File: src/rtl/snn_pkg.sv
// snn_pkg: shared definitions for the SNN core wrapper and its output decoder.
//   state_t     classifier FSM encoding (IDLE/COUNT/DECIDE/DONE)
//   DEF_*       default N_OUT/T_WIN/CNT_W shared with the core wrapper
//   snn_clog2   ceil(log2(value)) for parameter arithmetic
//   snn_idx_w   class index width, never below 1
package snn_pkg;

  typedef enum logic [1:0] {
    ST_IDLE   = 2'd0,
    ST_COUNT  = 2'd1,
    ST_DECIDE = 2'd2,
    ST_DONE   = 2'd3
  } state_t;

  localparam int DEF_N_OUT = 2;
  localparam int DEF_T_WIN = 100;
  localparam int DEF_CNT_W = 8;

  function automatic int snn_clog2(input int value);
    int r;
    r = 0;
    while ((1 << r) < value) r++;
    return r;
  endfunction

  function automatic int snn_idx_w(input int n);
    return (n > 1) ? snn_clog2(n) : 1;
  endfunction

endpackage

File: src/rtl/spike_argmax.sv
// spike_argmax: combinational argmax over per-neuron spike counts.
//   counts      in   N_OUT x CNT_W    saturated spike counts
//   first_step  in   N_OUT x STEP_W   first-spike timestep, all-ones = never
//                                     (only with FIRST_SPIKE_TIEBREAK_EN)
//   idx         out  IDX_W            winning neuron
//   max_count   out  CNT_W            count of the winner
//   tie         out  1                two or more neurons share the maximum count
// Equal counts resolve to the lowest index, or with FIRST_SPIKE_TIEBREAK_EN
// defined to the earliest first spike and then the lowest index.
module spike_argmax
  import snn_pkg::*;
#(
  parameter int N_OUT  = DEF_N_OUT,
  parameter int CNT_W  = DEF_CNT_W,
`ifdef FIRST_SPIKE_TIEBREAK_EN
  parameter int STEP_W = 7,
`endif
  parameter int IDX_W  = snn_idx_w(N_OUT)
) (
  input  logic [N_OUT-1:0][CNT_W-1:0]  counts,
`ifdef FIRST_SPIKE_TIEBREAK_EN
  input  logic [N_OUT-1:0][STEP_W-1:0] first_step,
`endif
  output logic [IDX_W-1:0]             idx,
  output logic [CNT_W-1:0]             max_count,
  output logic                         tie
);

  int n_eq;

  always_comb begin
    idx       = '0;
    max_count = counts[0];
    tie       = 1'b0;
    n_eq      = 0;
`ifdef FIRST_SPIKE_TIEBREAK_EN
    for (int i = 1; i < N_OUT; i++) begin
      // Ascending scan with strict compares keeps the lowest index on a full tie.
      if ((counts[i] > max_count) ||
          ((counts[i] == max_count) && (first_step[i] < first_step[idx]))) begin
        idx       = IDX_W'(i);
        max_count = counts[i];
      end
    end
`else
    for (int i = 1; i < N_OUT; i++) begin
      if (counts[i] > max_count) begin
        idx       = IDX_W'(i);
        max_count = counts[i];
      end
    end
`endif
    for (int i = 0; i < N_OUT; i++) begin
      if (counts[i] == max_count) n_eq = n_eq + 1;
    end
    tie = (n_eq > 1);
  end

endmodule

File: src/rtl/spike_count_classifier.sv
// spike_count_classifier: counts layer-2 output spikes per neuron over T_WIN
// timestep pulses and reports the argmax class through valid/ready.
//   clk           in   1       system clock, rising edge
//   reset         in   1       asynchronous, active-low reset
//   pulse         in   1       timestep strobe
//   start         in   1       begin a window (accepted only in IDLE)
//   spk_in        in   N_OUT   spikes, sampled only when pulse=1 in COUNT
//   busy          out  1       state != IDLE
//   result_valid  out  1       result held until result_ready
//   result_ready  in   1       consumer accept
//   class_idx     out  IDX_W   winning neuron
//   tie           out  1       maximum count shared by two or more neurons
//   win_count     out  CNT_W   winning count
// Optional macro FIRST_SPIKE_TIEBREAK_EN: count ties broken by earliest first spike.
//
// state  | meaning
// IDLE   | waiting for start, counters cleared
// COUNT  | accumulating spikes on each pulse until T_WIN pulses seen
// DECIDE | argmax registered into the result outputs
// DONE   | result_valid held until result_ready
module spike_count_classifier
  import snn_pkg::*;
#(
  parameter int N_OUT = DEF_N_OUT,
  parameter int T_WIN = DEF_T_WIN,
  parameter int CNT_W = DEF_CNT_W,
  parameter int IDX_W = snn_idx_w(N_OUT)
) (
  input  logic             clk,
  input  logic             reset,
  input  logic             pulse,
  input  logic             start,
  input  logic [N_OUT-1:0] spk_in,
  output logic             busy,
  output logic             result_valid,
  input  logic             result_ready,
  output logic [IDX_W-1:0] class_idx,
  output logic             tie,
  output logic [CNT_W-1:0] win_count
);

  localparam int                STEP_W    = snn_clog2(T_WIN + 1);
  localparam logic [STEP_W-1:0] STEP_LAST = STEP_W'(T_WIN - 1);
  localparam logic [CNT_W-1:0]  CNT_MAX   = '1;

  state_t                         state_q, state_d;
  logic [N_OUT-1:0][CNT_W-1:0]    cnt_q;
  logic [STEP_W-1:0]              step_q;
  logic                           count_en;
  logic                           last_pulse;
  logic                           clear_win;
  logic [IDX_W-1:0]               am_idx;
  logic [CNT_W-1:0]               am_max;
  logic                           am_tie;

  assign count_en   = (state_q == ST_COUNT) && pulse;
  assign last_pulse = count_en && (step_q == STEP_LAST);
  assign clear_win  = (state_q == ST_DONE) && result_ready;

  always_ff @(posedge clk or negedge reset) begin
    if (!reset) state_q <= ST_IDLE;
    else        state_q <= state_d;
  end

  always_comb begin
    state_d      = state_q;
    busy         = (state_q != ST_IDLE);
    result_valid = (state_q == ST_DONE);
    case (state_q)
      ST_IDLE:   if (start) state_d = ST_COUNT;
      ST_COUNT:  if (last_pulse) state_d = ST_DECIDE;
      ST_DECIDE: state_d = ST_DONE;
      ST_DONE:   if (result_ready) state_d = ST_IDLE;
      default:   state_d = ST_IDLE;
    endcase
  end

  always_ff @(posedge clk or negedge reset) begin
    if (!reset) begin
      cnt_q  <= '0;
      step_q <= '0;
    end else if (clear_win) begin
      cnt_q  <= '0;
      step_q <= '0;
    end else if (count_en) begin
      step_q <= step_q + 1'b1;
      for (int i = 0; i < N_OUT; i++) begin
        if (spk_in[i] && (cnt_q[i] != CNT_MAX)) cnt_q[i] <= cnt_q[i] + 1'b1;
      end
    end
  end

`ifdef FIRST_SPIKE_TIEBREAK_EN
  // All-ones marks "never spiked"; recorded steps never exceed T_WIN-1.
  logic [N_OUT-1:0][STEP_W-1:0] first_q;

  always_ff @(posedge clk or negedge reset) begin
    if (!reset) begin
      first_q <= '1;
    end else if (clear_win) begin
      first_q <= '1;
    end else if (count_en) begin
      for (int i = 0; i < N_OUT; i++) begin
        if (spk_in[i] && (first_q[i] == '1)) first_q[i] <= step_q;
      end
    end
  end

  spike_argmax #(
    .N_OUT  (N_OUT),
    .CNT_W  (CNT_W),
    .STEP_W (STEP_W),
    .IDX_W  (IDX_W)
  ) u_argmax (
    .counts     (cnt_q),
    .first_step (first_q),
    .idx        (am_idx),
    .max_count  (am_max),
    .tie        (am_tie)
  );
`else
  spike_argmax #(
    .N_OUT (N_OUT),
    .CNT_W (CNT_W),
    .IDX_W (IDX_W)
  ) u_argmax (
    .counts    (cnt_q),
    .idx       (am_idx),
    .max_count (am_max),
    .tie       (am_tie)
  );
`endif

  always_ff @(posedge clk or negedge reset) begin
    if (!reset) begin
      class_idx <= '0;
      tie       <= 1'b0;
      win_count <= '0;
    end else if (state_q == ST_DECIDE) begin
      class_idx <= am_idx;
      tie       <= am_tie;
      win_count <= am_max;
    end
  end

endmodule
File: config.mk
export PLATFORM = sky130hd
export DESIGN_NAME = spike_count_classifier
export DESIGN_NICKNAME = d
export VERILOG_FILES = /design/src/rtl/snn_pkg.sv /design/src/rtl/spike_argmax.sv /design/src/rtl/spike_count_classifier.sv
export SDC_FILE = /design/constraint.sdc
export NUM_CORES = 1
export LEC_CHECK = 0
export CAP_MARGIN = 10
export CORE_MARGIN = 5
export CORE_UTILIZATION = 38
export CTS_CLUSTER_DIAMETER = 30
export CTS_CLUSTER_SIZE = 14
export DETAILED_ROUTE_END_ITERATION = 12
export GPL_TIMING_DRIVEN = 0
export PLACE_DENSITY = 0.6
export SYNTH_ARGS = -nofsm -noshare
export SYNTH_HDL_FRONTEND = slang
export SYNTH_HIERARCHICAL = 1
export SYNTH_SLANG_ARGS = --single-unit
File: constraint.sdc
create_clock -name clk -period 5 [get_ports clk]
set_input_delay 0.5 -clock clk [delete_from_list [all_inputs] [get_ports clk]]
set_output_delay 0.5 -clock clk [all_outputs]
set_load 0.01 [all_outputs]
# After elaboration in Yosys (flattened, before gate mapping)
# Cells that the tools add are included.
# W data, S select, Z words.
dict set report word_totals {
  ff_bits 35
  input_bits 7
  output_inout_bits 12
  wordCells 51
}
dict set report classes {
  add_sub_neg 4
  order_cmp 2
  eq_ne 11
  mux 14
  n_reduce_logical 13
}
# operator n
set op_table {}
lappend op_table {{$gt A32 B2 Y1 const B} 1}
lappend op_table {{$mux W16} 2}
lappend op_table {{$mux W32} 1}
lappend op_table {{$mux W8} 3}
lappend op_table {{$add A8 B1 Y8 const B} 2}
lappend op_table {{$eq A8 B8 Y1} 2}
lappend op_table {{$ne A8 B8 Y1 const B} 2}
lappend op_table {{$mux W7} 2}
lappend op_table {{$gt A8 B8 Y1} 1}
lappend op_table {{$pmux W2 S4} 1}
lappend op_table {{$reduce_bool A2 Y1} 4}
lappend op_table {{$add A7 B1 Y7 const B} 1}
lappend op_table {{$eq A7 B7 Y1 const B} 1}
lappend op_table {{$mux W2} 3}
lappend op_table {{$logic_and A1 B1 Y1} 5}
lappend op_table {{$eq A2 B2 Y1 const B} 2}
lappend op_table {{$ne A2 B2 Y1 const B} 2}
lappend op_table {{$reduce_and A2 Y1} 2}
lappend op_table {{$reduce_and A3 Y1} 1}
lappend op_table {{$add A1 B1 Y2 const B} 1}
lappend op_table {{$eq A2 B1 Y1 const B} 1}
lappend op_table {{$logic_not A2 Y1} 1}
lappend op_table {{$mux W1} 2}
lappend op_table {{$ne A2 B1 Y1 const B} 1}

# Depth between registers and ports, before layout
# Gate-level depths: netlist (run 1).
dict set report depth {
  ltp_word 7
  ltp_mapped 9
  ltp_nobuf 8
}

# Cells and area by module
# Netlist (run 1), hierarchy kept.
# module n_inst cells_per_inst area_each_um2 seq_area_each_um2
set by_module_without_submodules {}
lappend by_module_without_submodules {spike_count_classifier 1 164 1769.2 875.8}
lappend by_module_without_submodules {spike_argmax 1 76 540.5 0.0}

# Worst setup path before layout (run 1)
# No wires, ideal clock.
dict set report synth_path {
  path_kind {reg2reg}
  from {register cnt_q[3] (netlist name)}
  to {register win_count[2]}
  setup_ns 0.125
  arrival_time_ns 1.906
  t_required_ns 4.875
  slack_ns 2.969
  stages_incl_launch_ff 9
  path_buffers 1
  synth_period_minus_slack_ns 2.031
  path_cell_list {dfrtp_1 > inv_1 > ha_1 > a21oi_1 > o21ai_2 > a21o_1 > buf_6 > o221a_1 > mux2_2}
}
dict set report synth_via {
  elab_chain_cells 2
}
# item line
set synth_lines {}
lappend synth_lines {{start: declaration} spike_count_classifier.sv:47} ;# logic [N_OUT-1:0][CNT_W-1:0] cnt_q;
lappend synth_lines {{start signal: assignment} spike_count_classifier.sv:80} ;# cnt_q <= '0;
lappend synth_lines {{start signal: assignment} spike_count_classifier.sv:83} ;# cnt_q <= '0;
lappend synth_lines {{$gt A8 B8 Y1} spike_argmax.sv:47} ;# if (counts[i] > max_count) begin
lappend synth_lines {{$mux W8} spike_argmax.sv:47}
lappend synth_lines {{via am_max[2]} spike_count_classifier.sv:53} ;# logic [CNT_W-1:0] am_max;
lappend synth_lines {{end signal: assignment} spike_count_classifier.sv:142} ;# win_count <= am_max;
lappend synth_lines {{end: declaration} spike_count_classifier.sv:39} ;# output logic [CNT_W-1:0] win_count
# The timed path passes the listed nets, and every way through them passes these cells.
# A chain may end at the register's enable or synchronous reset.

# Worst setup path after layout (run 1)
dict set report layout_path {
  from {register cnt_q[3] (netlist name)}
  to {register win_count[0]}
}
# The elaborated chain is that of the path after synthesis.

==> results.md, run 1 <==
- Num CTS Buffers: 5
- Grt ovf: 0
- I/O Pins: 19
- Final ANT Viol Nets: 0
- CP max stage cell: dfrtp_1
- Vias: 1817
- Status: finished, final reports clean
- Tcrit/Tclk final: 47.0%
- Post-route setup TNS: 0 ns
- Post-CTS Resized: 0
- Starting DRT DRC Count: 164
- Number of global-route vias before repair: ~1800
- Synth Net Count: 263
- Max-Cap Viols: 0
- Syn Std Cell Area: 0.00231 mm2
- Final Power: 1.93 mW
- Share of the yosys chip area belonging to registers: 37.9%
- Max VDD drop: 0.392 mV
- Final setup vio count: 0
- Static Leak: 1.16 nW
- Ys Warns: 6
- Layout cell share with drive strength beyond 1: 12.4%
- Critical Path AT: around 2.5 ns
- Mean Syn Cell Area: between 9 and 10 um2
- IO Port Bufs: 18
- F_max: 0.425 GHz
- Final Hold Viols: 0
- #FFs+latches synth: 35
- Post-synth EDFFs: 0
- All-Layer GR Usage: 14.5%
- Initial core utilization: 39.0%
- Startpoint Class: flop
- Setup CP Type: flop to flop
- # Post-CTS Setup Buffers: 0
- Die Height: 88.0 um
- Nets: 288
- Crit path max fanout: 10
- Core box area: between 0.005 and 0.006 mm2
- Half-perimeter wire length after placement: 3.47 mm
- Hold Crit Class: input port to async pin
- Drt first pass iters: 5
- First-pass GRT wire length: a little under 9 mm
- Area growth syn-to-layout: 16.0%
- Max-slew violations: 0
- Unrepaired setup endpoints after global routing: no
- Slew @ Worst Pin: 0.788 ns
- Worst setup EP type: flop
- Crit path depth: 8
- Post-synth ARST share: 100%
- Clock Pin Slew Worst Setup and Hold Paths: 0.08 ns
- Antenna violations before repair: 0
- Cell area after placement: 0.00258 mm2
- Worst clock skew: 0.00688 ns
- CP bufs+invs: 2
- Worst path max stage delay: 0.55 ns
- Worst slew margin: 47.5%
- CP top delay family: compound AO/OA/AOI/OAI gates
- Overall die width: 88.0 um
- # clock sinks: 35
- Later-pin clock latency in the skew report: roughly 0.29 ns
- Vias per inst: 5.33
- Routed length per placed instance: roughly 15 um
- TritonCTS clock tree: done
- Highest-count cells in the layout ignoring fill and taps: dfrtp_1, nor2_1, inv_1, clkdlybuf4s50_1
- Hold_buf cts: 0
- Pwr per Cell Area: between 700 and 800 mW/mm2
- FF-to-FF path depth: 8
- Largest net degree at the start of global routing: 36
- Total placed cells including tap cells: between 300 and 400
- Clock tree buffer depth: 2
- Final wirelength: 4.98 mm
- Post-synthesis cell count: 240
- Placer congestion estimate: about 0.85
- Post-route cell area: 0.00268 mm2
- Ant. Diodes: 0
- Die area: just under 0.008 mm2
- Synth Flop Type: dfrtp_1
- Crit-path cells: inv_1 -> ha_1 -> a21oi_1 -> o21ai_2 -> a21o_1 -> buf_6 -> o221a_1 -> mux2_2
- Most common cell after layout, fill and taps aside: dfrtp_1
- Cell Count, Final, Fillers Out: between 300 and 400
- Fin crit period: around 2.4 ns
- Clock H-tree levels: 2
- Row count: 28
- Count of cell types in the netlist: 43
- DRC: 0
- Worst EP required: roughly 5.2 ns
- Root Driver: clkbuf_8
-- Yosys cell counts (2+ instances only) --
master / instances / share of area, %
a21oi_1: 16 / 3.5
and2_1: 3 / 0.81
and3_1: 4 / 1.1
and4_2: 3 / 1.3
buf_6: 2 / 0.98
clkbuf_1: 4 / 0.65
dfrtp_1: 35 / 38
ha_1: 16 / 8.7
inv_1: 17 / 2.8
mux2_2: 11 / 5.4
mux2i_1: 7 / 3.0
nand2_1: 10 / 1.6
nand3_1: 5 / 1.1
nand4_1: 10 / 2.7
nor2_1: 29 / 4.7
nor3_1: 11 / 2.4
o21a_1: 2 / 0.65
o21ai_0: 6 / 1.3
o21ai_2: 2 / 0.76
o221a_1: 8 / 3.9
o31ai_1: 2 / 0.65
or4_1: 2 / 0.65
xnor2_1: 9 / 3.4
xor2_1: 7 / 2.7
-- worst register-to-register path, delay by kind of cell, from the launching register on --
family | cells | cell delay [ns]
AOI/OAI and AO/OA | 4 | 0.85
adders and majority gates | 1 | 0.34
buffers and inverters | 2 | 0.23
DFF | 1 | 0.55
muxes | 1 | 0.27
-- power by group --
group,leakage (nW),internal (mW),switching [mW]
sequential,0.462,0.384,0.138
combinational,0.650,0.586,0.593
clock,0.0515,0.126,0.104
total,1.16,1.10,0.835
-- cells by family after synthesis --
group,count (synthesis),synth area share (%)
compound gates,45,14.1
mux,18,8.40
flops,35,37.9
simple gates,85,19.9
buf+inv,25,4.93
xor+xnor,16,6.07
fa+ha+maj,16,8.67
-- area by class of cell --
type | count | area [um2]
Multi-Input combinational cell | 180 | 1320
Fill cell | 571 | 3240
Sequential cell | 35 | 876
Tap cell | 75 | 93.8
Clock buffer | 8 | 100
Inverter | 17 | 63.8
Buffer | 8 | 50.0
Timing Repair Buffer | 18 | 175
-- metrics by stage --
stage                     hold slack, ns  worst slack [ns]  utilization (%)
final                              0.294              2.65             45.2
after global routing               0.364              2.56             45.2
after CTS                          0.325              2.69             45.2
after detailed placement           0.495              2.72             43.6
after global placement             0.489              2.55             43.6
after floorplan                    0.204              2.97                -
-- flip-flops by register name, indices dropped and copies added, names as in the netlist --
signal	cells
class_idx	1
cnt_q	16
state_q	2
step_q	7
tie	1
win_count	8
-- path summary, 6_finish.rpt --
kind                                            from                  endpoint  slack [ns]
worst max-delay path            cnt_q[3]$_DFFE_PN0P_  win_count[0]$_DFFE_PN0P_        2.65
worst min-delay path                           reset     step_q[0]$_DFFE_PN0P_        0.29
worst max register to register  cnt_q[3]$_DFFE_PN0P_  win_count[0]$_DFFE_PN0P_        2.65
worst min register to register       tie$_DFFE_PN0P_           tie$_DFFE_PN0P_        0.51
max in group asynchronous                      reset           tie$_DFFE_PN0P_        4.20
min in group clk                     tie$_DFFE_PN0P_           tie$_DFFE_PN0P_        0.51
-- metal layers --
| metal | up-vias | track usage, % | wire length, um |
|---|---|---|---|
| met1 | 863 | 19.7 | 2460 |
| li1 | 921 | - | - |
| met5 | - | 0 | 0 |
| met4 | 0 | 4.74 | 38 |
| met2 | 29 | 22.8 | 2330 |
| met3 | 4 | 3.39 | 157 |
Note: power is estimated with default switching activity, not from simulation.
==> run 2, diff against run 1 <==
Clock period 5 ns to 2.2 ns, I/O delays scaled along.
==> run 2 against run 1 <==
Net effect: register-to-register slack got worse by 2.6 ns; worst hold slack got worse by 0.28 ns; critical path depth decreased by 1; non-clock buffer count increased by 13; sequential cell count unchanged; clock skew increased by 0.00087 ns; global-route usage increased by 0.18 points; worst setup slack got worse by 2.6 ns; cell area increased by 5.0%; routed wire length increased by 3.6%.
==> results.md, run 2 (synthesis gave the netlist of run 1 again) <==
- Max-Cap Viols: 0 (unchanged)
- I/O Pins: 19 (unchanged)
- Worst EP required: 2.37 ns (was 5.17 ns)
- Overall die width: 88.0 um (unchanged)
- Clock Pin Slew Worst Setup and Hold Paths: 0.08 ns (about the same)
- Crit path max fanout: 9 (was 10)
- Vias per inst: 5.30 (was 5.33)
- Critical Path AT: 2.30 ns (was 2.52 ns)
- Nets: 301 (was 288)
- All-Layer GR Usage: 14.7% (was 14.5%)
- Worst clock skew: 0.00774 ns (was 0.00688 ns)
- DRC: 0 (unchanged)
- Max reg flops: 16 (unchanged)
- F_max: 0.470 GHz (was 0.425 GHz)
- Root Driver: clkbuf_8 (unchanged)
- Grt ovf: 0 (unchanged)
- Worst slew margin: 47.7% (was 47.5%)
- Half-perimeter wire length after placement: 3.47 mm (unchanged)
- Final ANT Viol Nets: 0 (unchanged)
- Number of global-route vias before repair: 1800 (was 1785)
- Unrepaired setup endpoints after global routing: no (unchanged)
- Initial core utilization: 39.0% (unchanged)
- Antenna violations before repair: 0 (unchanged)
- Max-slew violations: 0 (unchanged)
- Setup CP Type: flop to flop (unchanged)
- Drt first pass iters: 5 (unchanged)
- Ant. Diodes: 0 (unchanged)
- Die area: 0.00774 mm2 (unchanged)
- Placer congestion estimate: 0.846 (unchanged)
- Status: finished, final reports clean (unchanged)
- First-pass GRT wire length: 8.84 mm (was 8.76 mm)
- Pwr per Cell Area: 1620 mW/mm2 (was 721 mW/mm2)
- Layout cell share with drive strength beyond 1: 21.1% (was 12.4%)
- Largest regs: cnt_q (16), win_count (8), step_q (7) (unchanged)
- Clock tree buffer depth: 2 (unchanged)
- Later-pin clock latency in the skew report: 0.29 ns (about the same)
- Hold_buf cts: 0 (unchanged)
- # clock sinks: 35 (unchanged)
- Highest-count cells in the layout ignoring fill and taps: nor2_1, dfrtp_1, inv_1, clkdlybuf4s50_1, ha_1 (was dfrtp_1, nor2_1, inv_1, clkdlybuf4s50_1)
- TritonCTS clock tree: done (unchanged)
- Die Height: 88.0 um (unchanged)
- IO Port Bufs: 18 (unchanged)
- Most common cell after layout, fill and taps aside: nor2_1 (was dfrtp_1)
- Post-route setup TNS: 0 ns (unchanged)
- Largest net degree at the start of global routing: 36 (unchanged)
- Setup WS post-layout: 0.0703 ns (was 2.65 ns)
- Startpoint Class: flop (unchanged)
- Biggest register: cnt_q (unchanged)
- Vias: 1876 (was 1817)
- Static Leak: 1.22 nW (was 1.16 nW)
- Max VDD drop: 0.904 mV (was 0.392 mV)
- Starting DRT DRC Count: 160 (was 164)
- Row count: 28 (unchanged)
- Final Power: 4.55 mW (was 1.93 mW)
- Final Hold Viols: 0 (unchanged)
- Fin crit period: 2.13 ns (was 2.35 ns)
- Worst setup EP type: flop (unchanged)
- Routed length per placed instance: 14.6 um (about the same)
- Final wirelength: 5.16 mm (was 4.98 mm)
- Pre-CTS WS: -0.0734 ns (was 2.72 ns)
- Final setup vio count: 0 (unchanged)
- Clock H-tree levels: 2 (unchanged)
- Core box area: 0.00592 mm2 (unchanged)
- Slew @ Worst Pin: 0.784 ns (was 0.788 ns)
- Hold Crit Class: input port to async pin (unchanged)
- Num CTS Buffers: 5 (unchanged)
- Tcrit/Tclk final: 96.8% (was 47.0%)
- Area growth syn-to-layout: 21.8% (was 16.0%)
## run 2: cell types whose count changed in the layout (fill, tap and decap cells not counted), sizes merged
cell  delta
buf     +13
## run 2: through the flow
step	cells	instance area, um2	util, %	hold slack (ns)
2_1_floorplan	240	2310	-	-0.0756
3_3_place_gp	333	2580	43.6	0.489
3_5_place_dp	333	2580	43.6	0.362
4_1_cts	342	2690	45.5	0.0444
5_1_grt	354	2810	47.5	0.0839
6_report	354	2810	47.5	0.0100
## run 2: routing by layer
metal	wire [um]	vias to the layer above	track usage, %
met4	51	0	4.74
met2	2470	24	23.4
met3	146	5	3.39
met1	2490	900	19.8
met5	0	-	0
li1	-	947	-
## run 2: final cells by class
type                    instances  area, um2
well taps                      75       93.8
flip-flops and latches         35        890
plain buffers                   8       50.0
fillers                       580       3110
multi-input cells             180       1340
inverters                      17       63.8
repair buffers                 31        273
clock buffers                   8        100
## run 2: repair_timing
| item | in CTS | in global routing |
|---|---|---|
| setup endpoints to repair | 8 | 8 |
| gates resized for setup | 4 | 12 |
| buffers inserted | 1 | 12 |
| pin swaps | 0 | 0 |
| cloned | 0 | 0 |
## run 2: path summary, 6_finish.rpt
path,from,to,slack (ns),cells past startpoint
max,cnt_q[13]$_DFFE_PN0P_,win_count[0]$_DFFE_PN0P_,0.07,7
min,reset,step_q[5]$_DFFE_PN0P_,0.01,1
max reg2reg,cnt_q[13]$_DFFE_PN0P_,win_count[0]$_DFFE_PN0P_,0.07,7
min reg2reg,tie$_DFFE_PN0P_,tie$_DFFE_PN0P_,0.51,1
max in group asynchronous,reset,cnt_q[11]$_DFFE_PN0P_,1.64,1
min in group clk,tie$_DFFE_PN0P_,tie$_DFFE_PN0P_,0.51,1
## run 2: worst max-delay path, stage by stage (launching register included)
cell      delay (ns)
dfrtp_2         0.45
ha_1            0.34
a211oi_2        0.22
o21bai_1        0.15
a21o_1          0.19
buf_6           0.14
o221a_1         0.26
mux2_2          0.27
## run 2: power by group
group / switching (mW) / internal (mW)
Combinational: 1.45 / 1.42
Sequential: 0.266 / 0.882
Clock: 0.241 / 0.286
Total: 1.96 / 2.59
